File: src/rtl/decode_stage_pkg.sv
// Shared opcode, immediate-select, ALU and SYSTEM encodings plus the decoded
// control bundle carried through the decode_stage buffer.
package decode_stage_pkg;

  typedef enum logic [6:0] {
    OPC_LOAD     = 7'b0000011,
    OPC_MISC_MEM = 7'b0001111,
    OPC_OP_IMM   = 7'b0010011,
    OPC_AUIPC    = 7'b0010111,
    OPC_STORE    = 7'b0100011,
    OPC_OP       = 7'b0110011,
    OPC_LUI      = 7'b0110111,
    OPC_BRANCH   = 7'b1100011,
    OPC_JALR     = 7'b1100111,
    OPC_JAL      = 7'b1101111,
    OPC_SYSTEM   = 7'b1110011
  } opcode_e;

  typedef enum logic [2:0] {
    IMM_I = 3'd0,
    IMM_S = 3'd1,
    IMM_B = 3'd2,
    IMM_U = 3'd3,
    IMM_J = 3'd4
  } imm_sel_e;

  typedef enum logic [5:0] {
    ALU_ADD    = 6'd0,
    ALU_SUB    = 6'd1,
    ALU_SLL    = 6'd2,
    ALU_SLT    = 6'd3,
    ALU_SLTU   = 6'd4,
    ALU_XOR    = 6'd5,
    ALU_SRL    = 6'd6,
    ALU_SRA    = 6'd7,
    ALU_OR     = 6'd8,
    ALU_AND    = 6'd9,
    ALU_PASS_B = 6'd10,
    ALU_MUL    = 6'd16,
    ALU_MULH   = 6'd17,
    ALU_MULHSU = 6'd18,
    ALU_MULHU  = 6'd19,
    ALU_DIV    = 6'd20,
    ALU_DIVU   = 6'd21,
    ALU_REM    = 6'd22,
    ALU_REMU   = 6'd23
  } alu_op_e;

  typedef enum logic [2:0] {
    SYS_PRIV   = 3'b000,
    SYS_CSRRW  = 3'b001,
    SYS_CSRRS  = 3'b010,
    SYS_CSRRC  = 3'b011,
    SYS_RSVD   = 3'b100,
    SYS_CSRRWI = 3'b101,
    SYS_CSRRSI = 3'b110,
    SYS_CSRRCI = 3'b111
  } sys_f3_e;

  localparam logic [6:0]  FUNCT7_BASE   = 7'b0000000;
  localparam logic [6:0]  FUNCT7_ALT    = 7'b0100000;
  localparam logic [6:0]  FUNCT7_MULDIV = 7'b0000001;
  localparam logic [31:0] INSTR_ECALL   = 32'h0000_0073;
  localparam logic [31:0] INSTR_EBREAK  = 32'h0010_0073;

  typedef struct packed {
    logic [4:0] rs1;
    logic [4:0] rs2;
    logic [4:0] rd;
    logic [2:0] funct3;
    alu_op_e    alu_op;
    logic       alu_src_a;
    logic       alu_src_b;
    logic       mem_read;
    logic       mem_write;
    logic       mem_to_reg;
    logic       reg_write;
    logic       branch;
    logic       jump;
    imm_sel_e   imm_sel;
    logic       is_ecall;
    logic       is_ebreak;
    logic       is_csr;
    logic       illegal;
  } ctrl_t;

  // alt selects SUB/SRA; callers only raise it where funct7[5] is meaningful.
  function automatic alu_op_e alu_from_f3(input logic [2:0] f3, input logic alt);
    case (f3)
      3'b000:  alu_from_f3 = alt ? ALU_SUB : ALU_ADD;
      3'b001:  alu_from_f3 = ALU_SLL;
      3'b010:  alu_from_f3 = ALU_SLT;
      3'b011:  alu_from_f3 = ALU_SLTU;
      3'b100:  alu_from_f3 = ALU_XOR;
      3'b101:  alu_from_f3 = alt ? ALU_SRA : ALU_SRL;
      3'b110:  alu_from_f3 = ALU_OR;
      default: alu_from_f3 = ALU_AND;
    endcase
  endfunction

  function automatic alu_op_e muldiv_from_f3(input logic [2:0] f3);
    case (f3)
      3'b000:  muldiv_from_f3 = ALU_MUL;
      3'b001:  muldiv_from_f3 = ALU_MULH;
      3'b010:  muldiv_from_f3 = ALU_MULHSU;
      3'b011:  muldiv_from_f3 = ALU_MULHU;
      3'b100:  muldiv_from_f3 = ALU_DIV;
      3'b101:  muldiv_from_f3 = ALU_DIVU;
      3'b110:  muldiv_from_f3 = ALU_REM;
      default: muldiv_from_f3 = ALU_REMU;
    endcase
  endfunction

endpackage

File: src/rtl/decode_stage_if.sv
// Fetch-side and execute-side handshake bundles for decode_stage.
interface decode_in_if #(parameter int unsigned XLEN = 32);
  logic            in_valid;
  logic            in_ready;
  logic [31:0]     in_instr;
  logic [XLEN-1:0] in_pc;

  modport master (output in_valid, in_instr, in_pc, input in_ready);
  modport slave  (input in_valid, in_instr, in_pc, output in_ready);
endinterface

interface decode_out_if #(parameter int unsigned XLEN = 32);
  logic            out_valid;
  logic            out_ready;
  logic [XLEN-1:0] out_pc;
  logic [XLEN-1:0] out_imm;
  logic [4:0]      out_rs1;
  logic [4:0]      out_rs2;
  logic [4:0]      out_rd;
  logic [2:0]      out_funct3;
  logic [5:0]      out_alu_op;
  logic            out_alu_src_a;
  logic            out_alu_src_b;
  logic            out_mem_read;
  logic            out_mem_write;
  logic            out_mem_to_reg;
  logic            out_reg_write;
  logic            out_branch;
  logic            out_jump;
  logic [2:0]      out_imm_sel;
  logic            out_is_ecall;
  logic            out_is_ebreak;
  logic            out_is_csr;
  logic            out_illegal;

  modport master (
    output out_valid, out_pc, out_imm, out_rs1, out_rs2, out_rd, out_funct3,
           out_alu_op, out_alu_src_a, out_alu_src_b, out_mem_read, out_mem_write,
           out_mem_to_reg, out_reg_write, out_branch, out_jump, out_imm_sel,
           out_is_ecall, out_is_ebreak, out_is_csr, out_illegal,
    input  out_ready
  );
  modport slave (
    input  out_valid, out_pc, out_imm, out_rs1, out_rs2, out_rd, out_funct3,
           out_alu_op, out_alu_src_a, out_alu_src_b, out_mem_read, out_mem_write,
           out_mem_to_reg, out_reg_write, out_branch, out_jump, out_imm_sel,
           out_is_ecall, out_is_ebreak, out_is_csr, out_illegal,
    output out_ready
  );
endinterface

File: src/rtl/decode_stage_comb.sv
// Purely combinational RV32I/M decoder: instruction -> control bundle + immediate.
// Optional CSR support is enabled by defining ZICSR_EN.
module decode_comb
  import decode_stage_pkg::*;
#(
  parameter int unsigned XLEN  = 32,
  parameter int unsigned RV32E = 0,
  parameter int unsigned M_EXT = 1
) (
  input  logic [31:0]     instr,
  output ctrl_t           ctrl_o,
  output logic [XLEN-1:0] imm_o
);

  logic [2:0]  f3;
  logic [6:0]  f7;
  logic [4:0]  rs1_f, rs2_f, rd_f;
  logic [31:0] imm_i, imm_s, imm_b, imm_u, imm_j, imm32;
  logic        use_rs1, use_rs2, use_rd, keep_rs1, has_imm, csr_zext, bad;
  ctrl_t       c;

  assign f3    = instr[14:12];
  assign f7    = instr[31:25];
  assign rs1_f = instr[19:15];
  assign rs2_f = instr[24:20];
  assign rd_f  = instr[11:7];

  assign imm_i = {{20{instr[31]}}, instr[31:20]};
  assign imm_s = {{20{instr[31]}}, instr[31:25], instr[11:7]};
  assign imm_b = {{19{instr[31]}}, instr[31], instr[7], instr[30:25], instr[11:8], 1'b0};
  assign imm_u = {instr[31:12], 12'b0};
  assign imm_j = {{11{instr[31]}}, instr[31], instr[19:12], instr[20], instr[30:21], 1'b0};

  always_comb begin
    c        = '0;
    use_rs1  = 1'b0;
    use_rs2  = 1'b0;
    use_rd   = 1'b0;
    keep_rs1 = 1'b0;
    has_imm  = 1'b0;
    csr_zext = 1'b0;
    bad      = 1'b0;

    case (instr[6:0])
      OPC_LUI: begin
        use_rd = 1'b1; has_imm = 1'b1; c.imm_sel = IMM_U;
        c.alu_src_b = 1'b1; c.alu_op = ALU_PASS_B; c.reg_write = 1'b1;
      end
      OPC_AUIPC: begin
        use_rd = 1'b1; has_imm = 1'b1; c.imm_sel = IMM_U;
        c.alu_src_a = 1'b1; c.alu_src_b = 1'b1; c.alu_op = ALU_ADD; c.reg_write = 1'b1;
      end
      OPC_JAL: begin
        use_rd = 1'b1; has_imm = 1'b1; c.imm_sel = IMM_J;
        c.alu_src_a = 1'b1; c.alu_src_b = 1'b1; c.jump = 1'b1; c.reg_write = 1'b1;
      end
      OPC_JALR: begin
        use_rs1 = 1'b1; use_rd = 1'b1; has_imm = 1'b1; c.imm_sel = IMM_I;
        c.alu_src_b = 1'b1; c.jump = 1'b1; c.reg_write = 1'b1;
      end
      OPC_BRANCH: begin
        use_rs1 = 1'b1; use_rs2 = 1'b1; has_imm = 1'b1; c.imm_sel = IMM_B;
        c.branch = 1'b1;
        bad      = (f3 == 3'b010) || (f3 == 3'b011);
        case (f3[2:1])
          2'b10:   c.alu_op = ALU_SLT;
          2'b11:   c.alu_op = ALU_SLTU;
          default: c.alu_op = ALU_SUB;
        endcase
      end
      OPC_LOAD: begin
        use_rs1 = 1'b1; use_rd = 1'b1; has_imm = 1'b1; c.imm_sel = IMM_I;
        c.alu_src_b = 1'b1; c.mem_read = 1'b1; c.mem_to_reg = 1'b1; c.reg_write = 1'b1;
        bad = (f3 == 3'b011) || (f3 == 3'b110) || (f3 == 3'b111);
      end
      OPC_STORE: begin
        use_rs1 = 1'b1; use_rs2 = 1'b1; has_imm = 1'b1; c.imm_sel = IMM_S;
        c.alu_src_b = 1'b1; c.mem_write = 1'b1;
        bad = (f3 > 3'b010);
      end
      OPC_OP_IMM: begin
        use_rs1 = 1'b1; use_rd = 1'b1; has_imm = 1'b1; c.imm_sel = IMM_I;
        c.alu_src_b = 1'b1; c.reg_write = 1'b1;
        c.alu_op = alu_from_f3(f3, (f3 == 3'b101) && f7[5]);
        if (f3 == 3'b001) bad = (f7 != FUNCT7_BASE);
        if (f3 == 3'b101) bad = (f7 != FUNCT7_BASE) && (f7 != FUNCT7_ALT);
      end
      OPC_OP: begin
        use_rs1 = 1'b1; use_rs2 = 1'b1; use_rd = 1'b1; c.reg_write = 1'b1;
        if (f7 == FUNCT7_BASE) begin
          c.alu_op = alu_from_f3(f3, 1'b0);
        end else if (f7 == FUNCT7_ALT) begin
          c.alu_op = alu_from_f3(f3, 1'b1);
          bad      = (f3 != 3'b000) && (f3 != 3'b101);
        end else if ((f7 == FUNCT7_MULDIV) && (M_EXT != 0)) begin
          c.alu_op = muldiv_from_f3(f3);
        end else begin
          bad = 1'b1;
        end
      end
      OPC_MISC_MEM: begin
        has_imm = 1'b1; c.imm_sel = IMM_I;
      end
      OPC_SYSTEM: begin
        case (f3)
          SYS_PRIV: begin
            c.is_ecall  = (instr == INSTR_ECALL);
            c.is_ebreak = (instr == INSTR_EBREAK);
            bad         = !(c.is_ecall || c.is_ebreak);
          end
          SYS_RSVD: bad = 1'b1;
          default: begin
`ifdef ZICSR_EN
            // Immediate forms reuse the rs1 field as zimm, so it is passed on
            // but not treated as a register index.
            use_rd   = 1'b1; keep_rs1 = 1'b1; use_rs1 = !f3[2];
            has_imm  = 1'b1; csr_zext = 1'b1; c.imm_sel = IMM_I;
            c.is_csr = 1'b1; c.reg_write = (rd_f != 5'd0);
`else
            bad = 1'b1;
`endif
          end
        endcase
      end
      default: bad = 1'b1;
    endcase

    c.rs1    = (use_rs1 || keep_rs1) ? rs1_f : 5'd0;
    c.rs2    = use_rs2 ? rs2_f : 5'd0;
    c.rd     = use_rd  ? rd_f  : 5'd0;
    c.funct3 = f3;

    if (RV32E != 0)
      bad = bad || (use_rs1 && rs1_f[4]) || (use_rs2 && rs2_f[4]) || (use_rd && rd_f[4]);

    if (bad) begin
      c.illegal    = 1'b1;
      c.reg_write  = 1'b0;
      c.mem_read   = 1'b0;
      c.mem_write  = 1'b0;
      c.mem_to_reg = 1'b0;
      c.branch     = 1'b0;
      c.jump       = 1'b0;
      c.is_ecall   = 1'b0;
      c.is_ebreak  = 1'b0;
      c.is_csr     = 1'b0;
    end

    imm32 = '0;
    if (has_imm) begin
      case (c.imm_sel)
        IMM_S:   imm32 = imm_s;
        IMM_B:   imm32 = imm_b;
        IMM_U:   imm32 = imm_u;
        IMM_J:   imm32 = imm_j;
        default: imm32 = imm_i;
      endcase
    end

    if (csr_zext) imm_o = XLEN'(instr[31:20]);
    else          imm_o = XLEN'($signed(imm32));

    ctrl_o = c;
  end

endmodule

File: src/rtl/decode_stage.sv
// Registered decode stage: decodes on the input side, then holds results in a
// 2-entry FIFO with valid/ready handshakes. Optional CSR decode via ZICSR_EN.
module decode_stage
  import decode_stage_pkg::*;
#(
  parameter int unsigned XLEN  = 32,
  parameter int unsigned RV32E = 0,
  parameter int unsigned M_EXT = 1
) (
  input  logic         clk,
  input  logic         rst,
  input  logic         flush,
  decode_in_if.slave   in_if,
  decode_out_if.master out_if
);

  ctrl_t           dec_ctrl;
  logic [XLEN-1:0] dec_imm;

  logic [1:0]      count_q, count_d;
  ctrl_t           ctrl_q [2];
  ctrl_t           ctrl_d [2];
  logic [XLEN-1:0] pc_q   [2];
  logic [XLEN-1:0] pc_d   [2];
  logic [XLEN-1:0] imm_q  [2];
  logic [XLEN-1:0] imm_d  [2];

  logic            in_ready, out_valid, accept, pop;
  ctrl_t           head_ctrl;
  logic [XLEN-1:0] head_pc, head_imm;

  decode_comb #(
    .XLEN  (XLEN),
    .RV32E (RV32E),
    .M_EXT (M_EXT)
  ) u_decode_comb (
    .instr  (in_if.in_instr),
    .ctrl_o (dec_ctrl),
    .imm_o  (dec_imm)
  );

  assign in_ready       = !rst && (count_q != 2'd2);
  assign out_valid      = (count_q != 2'd0);
  assign accept         = in_if.in_valid && in_ready;
  assign pop            = out_valid && out_if.out_ready;
  assign in_if.in_ready = in_ready;

  always_comb begin
    count_d = count_q;
    for (int unsigned i = 0; i < 2; i++) begin
      ctrl_d[i] = ctrl_q[i];
      pc_d[i]   = pc_q[i];
      imm_d[i]  = imm_q[i];
    end

    if (flush) begin
      count_d = 2'd0;
    end else begin
      case ({accept, pop})
        2'b10: begin
          // Fill the first free slot: slot 0 when empty, otherwise slot 1.
          if (count_q == 2'd0) begin
            ctrl_d[0] = dec_ctrl; pc_d[0] = in_if.in_pc; imm_d[0] = dec_imm;
          end else begin
            ctrl_d[1] = dec_ctrl; pc_d[1] = in_if.in_pc; imm_d[1] = dec_imm;
          end
          count_d = count_q + 2'd1;
        end
        2'b01: begin
          ctrl_d[0] = ctrl_q[1]; pc_d[0] = pc_q[1]; imm_d[0] = imm_q[1];
          count_d   = count_q - 2'd1;
        end
        2'b11: begin
          // Accept+pop only occurs at count 1 (count 2 blocks accept).
          ctrl_d[0] = dec_ctrl; pc_d[0] = in_if.in_pc; imm_d[0] = dec_imm;
        end
        default: ;
      endcase
    end
  end

  always_ff @(posedge clk) begin
    if (rst) begin
      count_q <= '0;
      for (int unsigned i = 0; i < 2; i++) begin
        ctrl_q[i] <= '0;
        pc_q[i]   <= '0;
        imm_q[i]  <= '0;
      end
    end else begin
      count_q <= count_d;
      for (int unsigned i = 0; i < 2; i++) begin
        ctrl_q[i] <= ctrl_d[i];
        pc_q[i]   <= pc_d[i];
        imm_q[i]  <= imm_d[i];
      end
    end
  end

  always_comb begin
    head_ctrl = ctrl_q[0];
    head_pc   = pc_q[0];
    head_imm  = imm_q[0];
    if (!out_valid) begin
      head_ctrl = '0;
      head_pc   = '0;
      head_imm  = '0;
    end
  end

  assign out_if.out_valid      = out_valid;
  assign out_if.out_pc         = head_pc;
  assign out_if.out_imm        = head_imm;
  assign out_if.out_rs1        = head_ctrl.rs1;
  assign out_if.out_rs2        = head_ctrl.rs2;
  assign out_if.out_rd         = head_ctrl.rd;
  assign out_if.out_funct3     = head_ctrl.funct3;
  assign out_if.out_alu_op     = head_ctrl.alu_op;
  assign out_if.out_alu_src_a  = head_ctrl.alu_src_a;
  assign out_if.out_alu_src_b  = head_ctrl.alu_src_b;
  assign out_if.out_mem_read   = head_ctrl.mem_read;
  assign out_if.out_mem_write  = head_ctrl.mem_write;
  assign out_if.out_mem_to_reg = head_ctrl.mem_to_reg;
  assign out_if.out_reg_write  = head_ctrl.reg_write;
  assign out_if.out_branch     = head_ctrl.branch;
  assign out_if.out_jump       = head_ctrl.jump;
  assign out_if.out_imm_sel    = head_ctrl.imm_sel;
  assign out_if.out_is_ecall   = head_ctrl.is_ecall;
  assign out_if.out_is_ebreak  = head_ctrl.is_ebreak;
  assign out_if.out_is_csr     = head_ctrl.is_csr;
  assign out_if.out_illegal    = head_ctrl.illegal;

endmodule
File: src/flat_wrapper.sv
// flat-port wrapper written by rule: the top's interface ports become plain ports
module decode_stage_flat import decode_stage_pkg::*;
#(
  parameter int unsigned XLEN  = 32,
  parameter int unsigned RV32E = 0,
  parameter int unsigned M_EXT = 1
)
  (clk, rst, flush, in_if_in_valid, in_if_in_instr, in_if_in_pc, in_if_in_ready, out_if_out_valid, out_if_out_pc, out_if_out_imm, out_if_out_rs1, out_if_out_rs2, out_if_out_rd, out_if_out_funct3, out_if_out_alu_op, out_if_out_alu_src_a, out_if_out_alu_src_b, out_if_out_mem_read, out_if_out_mem_write, out_if_out_mem_to_reg, out_if_out_reg_write, out_if_out_branch, out_if_out_jump, out_if_out_imm_sel, out_if_out_is_ecall, out_if_out_is_ebreak, out_if_out_is_csr, out_if_out_illegal, out_if_out_ready);
  decode_in_if #(.XLEN(XLEN)) in_if_i ();
  decode_out_if #(.XLEN(XLEN)) out_if_i ();
  input  logic clk;
  input  logic rst;
  input  logic flush;
  input wire logic [$bits(in_if_i.in_valid)-1:0] in_if_in_valid;
  input wire logic [$bits(in_if_i.in_instr)-1:0] in_if_in_instr;
  input wire logic [$bits(in_if_i.in_pc)-1:0] in_if_in_pc;
  output wire logic [$bits(in_if_i.in_ready)-1:0] in_if_in_ready;
  output wire logic [$bits(out_if_i.out_valid)-1:0] out_if_out_valid;
  output wire logic [$bits(out_if_i.out_pc)-1:0] out_if_out_pc;
  output wire logic [$bits(out_if_i.out_imm)-1:0] out_if_out_imm;
  output wire logic [$bits(out_if_i.out_rs1)-1:0] out_if_out_rs1;
  output wire logic [$bits(out_if_i.out_rs2)-1:0] out_if_out_rs2;
  output wire logic [$bits(out_if_i.out_rd)-1:0] out_if_out_rd;
  output wire logic [$bits(out_if_i.out_funct3)-1:0] out_if_out_funct3;
  output wire logic [$bits(out_if_i.out_alu_op)-1:0] out_if_out_alu_op;
  output wire logic [$bits(out_if_i.out_alu_src_a)-1:0] out_if_out_alu_src_a;
  output wire logic [$bits(out_if_i.out_alu_src_b)-1:0] out_if_out_alu_src_b;
  output wire logic [$bits(out_if_i.out_mem_read)-1:0] out_if_out_mem_read;
  output wire logic [$bits(out_if_i.out_mem_write)-1:0] out_if_out_mem_write;
  output wire logic [$bits(out_if_i.out_mem_to_reg)-1:0] out_if_out_mem_to_reg;
  output wire logic [$bits(out_if_i.out_reg_write)-1:0] out_if_out_reg_write;
  output wire logic [$bits(out_if_i.out_branch)-1:0] out_if_out_branch;
  output wire logic [$bits(out_if_i.out_jump)-1:0] out_if_out_jump;
  output wire logic [$bits(out_if_i.out_imm_sel)-1:0] out_if_out_imm_sel;
  output wire logic [$bits(out_if_i.out_is_ecall)-1:0] out_if_out_is_ecall;
  output wire logic [$bits(out_if_i.out_is_ebreak)-1:0] out_if_out_is_ebreak;
  output wire logic [$bits(out_if_i.out_is_csr)-1:0] out_if_out_is_csr;
  output wire logic [$bits(out_if_i.out_illegal)-1:0] out_if_out_illegal;
  input wire logic [$bits(out_if_i.out_ready)-1:0] out_if_out_ready;
  assign in_if_i.in_valid = in_if_in_valid;
  assign in_if_i.in_instr = in_if_in_instr;
  assign in_if_i.in_pc = in_if_in_pc;
  assign in_if_in_ready = in_if_i.in_ready;
  assign out_if_out_valid = out_if_i.out_valid;
  assign out_if_out_pc = out_if_i.out_pc;
  assign out_if_out_imm = out_if_i.out_imm;
  assign out_if_out_rs1 = out_if_i.out_rs1;
  assign out_if_out_rs2 = out_if_i.out_rs2;
  assign out_if_out_rd = out_if_i.out_rd;
  assign out_if_out_funct3 = out_if_i.out_funct3;
  assign out_if_out_alu_op = out_if_i.out_alu_op;
  assign out_if_out_alu_src_a = out_if_i.out_alu_src_a;
  assign out_if_out_alu_src_b = out_if_i.out_alu_src_b;
  assign out_if_out_mem_read = out_if_i.out_mem_read;
  assign out_if_out_mem_write = out_if_i.out_mem_write;
  assign out_if_out_mem_to_reg = out_if_i.out_mem_to_reg;
  assign out_if_out_reg_write = out_if_i.out_reg_write;
  assign out_if_out_branch = out_if_i.out_branch;
  assign out_if_out_jump = out_if_i.out_jump;
  assign out_if_out_imm_sel = out_if_i.out_imm_sel;
  assign out_if_out_is_ecall = out_if_i.out_is_ecall;
  assign out_if_out_is_ebreak = out_if_i.out_is_ebreak;
  assign out_if_out_is_csr = out_if_i.out_is_csr;
  assign out_if_out_illegal = out_if_i.out_illegal;
  assign out_if_i.out_ready = out_if_out_ready;
  decode_stage #(.XLEN(XLEN), .RV32E(RV32E), .M_EXT(M_EXT)) u_core (.clk(clk), .rst(rst), .flush(flush), .in_if(in_if_i), .out_if(out_if_i));
endmodule
File: config.mk
export PLATFORM = sky130hd
export DESIGN_NAME = decode_stage_flat
export DESIGN_NICKNAME = d
export VERILOG_FILES = /design/src/rtl/decode_stage_pkg.sv /design/src/rtl/decode_stage_if.sv /design/src/rtl/decode_stage_comb.sv /design/src/rtl/decode_stage.sv /design/src/flat_wrapper.sv
export SDC_FILE = /design/constraint.sdc
export NUM_CORES = 1
export LEC_CHECK = 0
export ABC_AREA = 0
export CORE_MARGIN = 3
export CORE_UTILIZATION = 57
export CTS_CLUSTER_DIAMETER = 200
export DETAILED_ROUTE_END_ITERATION = 10
export PLACE_DENSITY = 0.92
export SLEW_MARGIN = 20
export SYNTH_ARGS = -nofsm -noshare
export SYNTH_HDL_FRONTEND = slang
export SYNTH_SLANG_ARGS = --single-unit
File: constraint.sdc
create_clock -name clk -period 4.9 [get_ports clk]
set_clock_uncertainty 0.2 [all_clocks]
set_input_delay 0.98 -clock clk [delete_from_list [all_inputs] [get_ports clk]]
set_output_delay 0.98 -clock clk [all_outputs]
set_load 0.05 [all_outputs]
---- Yosys cells after proc, flatten, opt, wreduce, memory -nomap -nowiden ----
Memories as Yosys holds them, arrays and structs flattened.
Cells that the tools add are included.
word-level totals
  logic and storage cells ................. 142
  flip-flop bits (word level) ............. 2
  output and inout bits ................... 105
  memories kept ........................... 3
  input bits .............................. 69
  memory bits (writable) .................. 206
cells by class
  bitwise gates (word level) .............. 6
  mux-type cells .......................... 66
  add/subtract/negate cells ............... 2
  reductions and logical operators ........ 29
  $lt $le $gt $ge ......................... 1
  equal/unequal tests ..................... 34
memories
  memory         words  bits a word  rd ports  clocked after memory_dff  write ports  line                source
  u_core.ctrl_q  2      39           2         0                         2            decode_stage.sv:21  ctrl_t ctrl_q [2];
  u_core.imm_q   2      32           2         0                         2            decode_stage.sv:25  logic [XLEN-1:0] imm_q [2];
  u_core.pc_q    2      32           2         0                         2            decode_stage.sv:23  logic [XLEN-1:0] pc_q [2];
operator list
  cell                    count
  $mux W32                13
  $mux W39                6
  $pmux W32 S3            2
  $mux W64                2
  $pmux W31 S4            1
  $pmux W39 S3            1
  $pmux W4 S7             3
  $mux W78                1
  $eq A32 B21 Y1 const B  1
  $eq A32 B7 Y1 const B   1
  $eq A7 B6 Y1 const B    4
  $eq A7 B7 Y1 const B    4
  $pmux W6 S4             1
  $mux W1                 21
  $pmux W3 S7             1
  $mux W5                 4
  $mux W6                 3
  $eq A3 B3 Y1 const B    5
  $eq A7 B5 Y1 const B    2
  $reduce_or A7 Y1        2
  $eq A3 B2 Y1 const B    4
  $pmux W3 S4             1
  $reduce_or A9 Y1        1
  $eq A2 B2 Y1 const B    4
  other kinds (30)        50

---- Depth between registers and ports, before layout ----
  word-level depth ........................ 10
  gate-level depth with buffers ........... 13
  gate-level depth less buffers ........... 9

---- By module ----
Synthesis repeated with hierarchy kept, for this count alone.
second synthesis, totals
  cell total of the unflattened synthesis .. 1400
  area total of the unflattened synthesis .. 11497.3 um2
by module, submodules not included
  module        area each (um2)  cells an instance  seq. area each (um2)  times used
  decode_stage  10261.1          1189               4164.0                1
  decode_comb   1236.2           211                0.0                   1

---- Worst setup path after synthesis ----
Ideal clock, no wire load.
  path type ............................... input port to flip-flop
  from .................................... input port rst
  to ...................................... memory u_core.imm_q[1][7] (netlist: u_core.imm_q[0][39])
  setup time .............................. 0.059 ns
  data arrival time ....................... 3.991 ns
  slack ................................... 0.650 ns
  cell stages on the path ................. 13
  data required time ...................... 4.641 ns
  buffers on the path ..................... 5
  cell sequence ........................... clkbuf_1 > clkbuf_1 > clkbuf_1 > a21oi_1 > nand2_1 > inv_1 > ha_1 > nor3b_1 > clkbuf_1 > nand2b_1 > clkbuf_1 > nor3_1 > a22o_2
RTL lines
  element      line                source
  from (decl)  flat_wrapper.sv:12  input logic rst;
  to (decl)    decode_stage.sv:25

---- Final worst setup path ----
  from .................................... register u_core.count_q[0]
  to ...................................... output port out_if_out_imm[1]
on the way
  longest elaborated chain between the ends .. 2
RTL lines
  element                 line                 source
  from (decl)             decode_stage.sv:20   logic [1:0] count_q, count_d;
  from (signal assigned)  decode_stage.sv:91   count_q <= count_d;
  $reduce_bool A2 Y1      decode_stage.sv:43   assign out_valid = (count_q != 2'd0);
  $mux W32                decode_stage.sv:104  if (!out_valid) begin
  to (decl)               flat_wrapper.sv:20   output wire logic [$bits(out_if_i.out_imm)-1:0] out_if_out_imm;
No other way between the ends.

==> results_dict.tcl <==
set metrics [dict create \
    synth_mux_area_frac 0.0417 \
    setup_viol 0 \
    cts_inserted_buffers 20 \
    drive_gt1_frac 0.0587 \
    post-place-ws_ns 0.906 \
    syn_inst 1213 \
    hpwl_mm 18.2 \
    relSlewSlack 0.293 \
    fp.dieW_um 136 \
    synth_area_um2 9670 \
    gr-usage-met2 0.476 \
    utilization 0.742 \
    postCtsSetupBuffers 0 \
    worstPathArrival_ns 3.03 \
    path_max_fanout 58 \
    wl_mm 28.1 \
    path_clk_slew_ns 0.06 \
    stdcell_count 1545 \
    fillers 1152 \
    whs_ns 0.248 \
    p_leak_nw 4.25 \
    syn_to_final_growth_pct 24.5 \
    cts-htree-levels 1 \
    root_buffer "clkbuf_16" \
    ant_nets 0 \
    drc 0 \
    pin_count 174 \
    antenna_found_initial 0 \
    n_antenna_cell 0 \
    vias 9541 \
    grt-busiest-layer "met2" \
    grt_max_degree 104 \
    cpPeakStageDelay_ns 0.81 \
    hold_viol 0 \
    synth-simple-area-share 0.274 \
    synth_edf_count 0 \
    viasPerCell 6.18 \
    holdBufCountCts 0 \
    synthAdderAreaFrac 0.00259 \
    cts_buffer_depth 3 \
    worstSetupPathType "register to output pin" \
    swShare 0.253 \
    yosysWarnings 0 \
    p_int_w 0.00270 \
    combPwrFrac 0.110 \
    synth-xor-area-share 0.00362 \
    rsz0062_at_grt "false" \
    syn_avg_cell_area_um2 7.97 \
    first_iter_violations 1143 \
    dpl.cell_count 1509 \
    max-cap-violations 0 \
    gr-usage-all-layers 0.294 \
    peakVddDrop_mv 0.238 \
    clk_latency_ns 0.49 \
    slowest_stage "clkdlybuf4s50_1" \
    yosysUniqueCellTypes 71 \
    critPathRequiredTime_ns 3.72 \
    synth_compound_area_frac 0.208 \
    port_buffers 171 \
    finalSetupTns_ns 0 \
    worst-path-buf-inv 3 \
    status "finished clean" \
    fmax_mhz 237 \
    die_area_um2 18600 \
    yosysSeqAreaShare 0.418 \
    first_pass_iters 6 \
    ys.flop_type "dfxtp_1" \
    fp.coreArea_um2 16200 \
    worst_pin_slew_ns 1.06 \
    drv_slew 0 \
    power_density_nw_per_um2 300 \
    grt_pass1_wl_mm 45.1 \
    gp_congestion 0.915 \
    grt_pass1_vias 9076 \
    crit_family "buffers and inverters" \
    synth-async-reset-ratio 0 \
    synth_top_family_by_area "simple AND/OR/NAND/NOR gates" \
    hold_class "register to register" \
    overflow 0 \
    startpoint_type "register" \
    use_met1 0.394 \
    post-route-min-period_ns 4.21 \
    ys_ff_latch 202 \
    initial_core_util 0.596 \
    crit_chain "nor2_1, inv_2, buf_4, and2_1, clkdlybuf4s50_1" \
    clkPwrFrac 0.419 \
    cts.sinks 202 \
    end_kind "output pin" \
    layout_commonest_cell "dfxtp_1" \
    pwr-share-seq 0.471 \
    final_cell_mix "dfxtp_1 (202), clkdlybuf4s50_1 (170), nand2_1 (150)" \
    ctsResizeCount 0 \
    placementRows 46 \
    gr-usage-met3 0.0514 \
    fin_nets 1386 \
    cts_tree "yes" \
    wl_per_cell_um 18.2 \
    finalWorstSetupSlack_ns 0.689 \
    fin_crit_sh 0.859 \
    netSwitchingPower_w 0.000914 \
    die_h_um 136 \
]
[layout make-up]
class | count | area, um^2 | share of cell area
clock inverter | 9 | 81.3 | 0.00675
multi-input combinational | 888 | 5170 | 0.429
clock buffer | 27 | 568 | 0.0472
sequential | 202 | 4040 | 0.336
inverter | 10 | 37.5 | 0.00312
timing repair buffer | 193 | 1870 | 0.156
tap | 216 | 270 | 0.0224
[state kept, by name, summed over array words and instances (netlist names)]
signal          flops
u_core.count_q      2
u_core.imm_q       64
u_core.pc_q        64
u_core.ctrl_q      72
[stage by stage]
step,total power [W],instance area [um^2]
after floorplan,0.00198,9670
after global placement,0.00212,11400
after CTS,0.00362,12000
after detailed placement,0.00213,11400
after global routing,0.00372,12000
final,0.00362,12000
[routing by layer]
layer  wire [um]  vias up
li1            -     4478
met1       11400     4414
met2       13000      569
met3        2760       80
met4         870        0
met5           0        -
[Yosys cell counts (all sizes together), types with 3 or more instances]
cell type	number	area [um^2]
a22o	7	62.6
nand2	151	569
nand3b	7	52.6
o31ai	16	125
mux2i	38	380
nand4	8	50.1
a31oi	5	31.3
a311oi	3	26.3
o21a	8	60.1
a31o	4	35.0
a211oi	60	455
o211ai	5	37.5
and3	41	257
dfxtp	202	4040
nor4	5	46.3
nor3b	3	22.5
o32ai	3	33.8
inv	10	37.5
o21ai	29	145
nand3	29	145
o21bai	4	30.0
o2bb2ai	6	52.6
nor2b	6	37.5
buf	20	106
nand2b	7	43.8
o22ai	22	138
a221oi	5	43.8
nor2	104	390
and2	106	663
clkbuf	94	353
nor3	44	230
a21oi	122	611
or3	5	36.3
[kinds of logic after synthesis]
logic type	Yosys count
adders and majority gates	2
buffers and inverters	124
other	1
AOI/OAI and AO/OA	313
muxes	40
and+or+nand+nor	527
xor gates and xnor gates	4
DFF	202
[final timing paths]
kind	slack, ns	depth (start not counted)	from	endpoint
worst max-delay path	0.69	5	u_core.count_q[0]$_SDFFE_PP0P_	out_if_out_imm[1]
worst min-delay path	0.25	2	u_core.imm_q[0][57]$_SDFFE_PP0P_	u_core.imm_q[0][57]$_SDFFE_PP0P_
worst max register to register	1.19	11	u_core.count_q[0]$_SDFFE_PP0P_	u_core.imm_q[0][48]$_SDFFE_PP0P_
worst min register to register	0.25	2	u_core.imm_q[0][57]$_SDFFE_PP0P_	u_core.imm_q[0][57]$_SDFFE_PP0P_
[worst min-delay path: stages, from the launching register on]
cell	delay [ns]
dfxtp_1	0.32
nand2_1	0.05
o31ai_1	0.05
[power groups by stage]
| stage | Sequential, W | Clock [W] | Combinational (W) |
|---|---|---|---|
| after floorplan | 0.00173 | 0 | 0.000245 |
| after global placement | 0.00174 | 0 | 0.000380 |
| after detailed placement | 0.00174 | 0 | 0.000386 |
| after CTS | 0.00170 | 0.00152 | 0.000390 |
| after global routing | 0.00171 | 0.00159 | 0.000429 |
| final | 0.00171 | 0.00151 | 0.000397 |
Note: power is estimated with default switching activity, not from simulation.
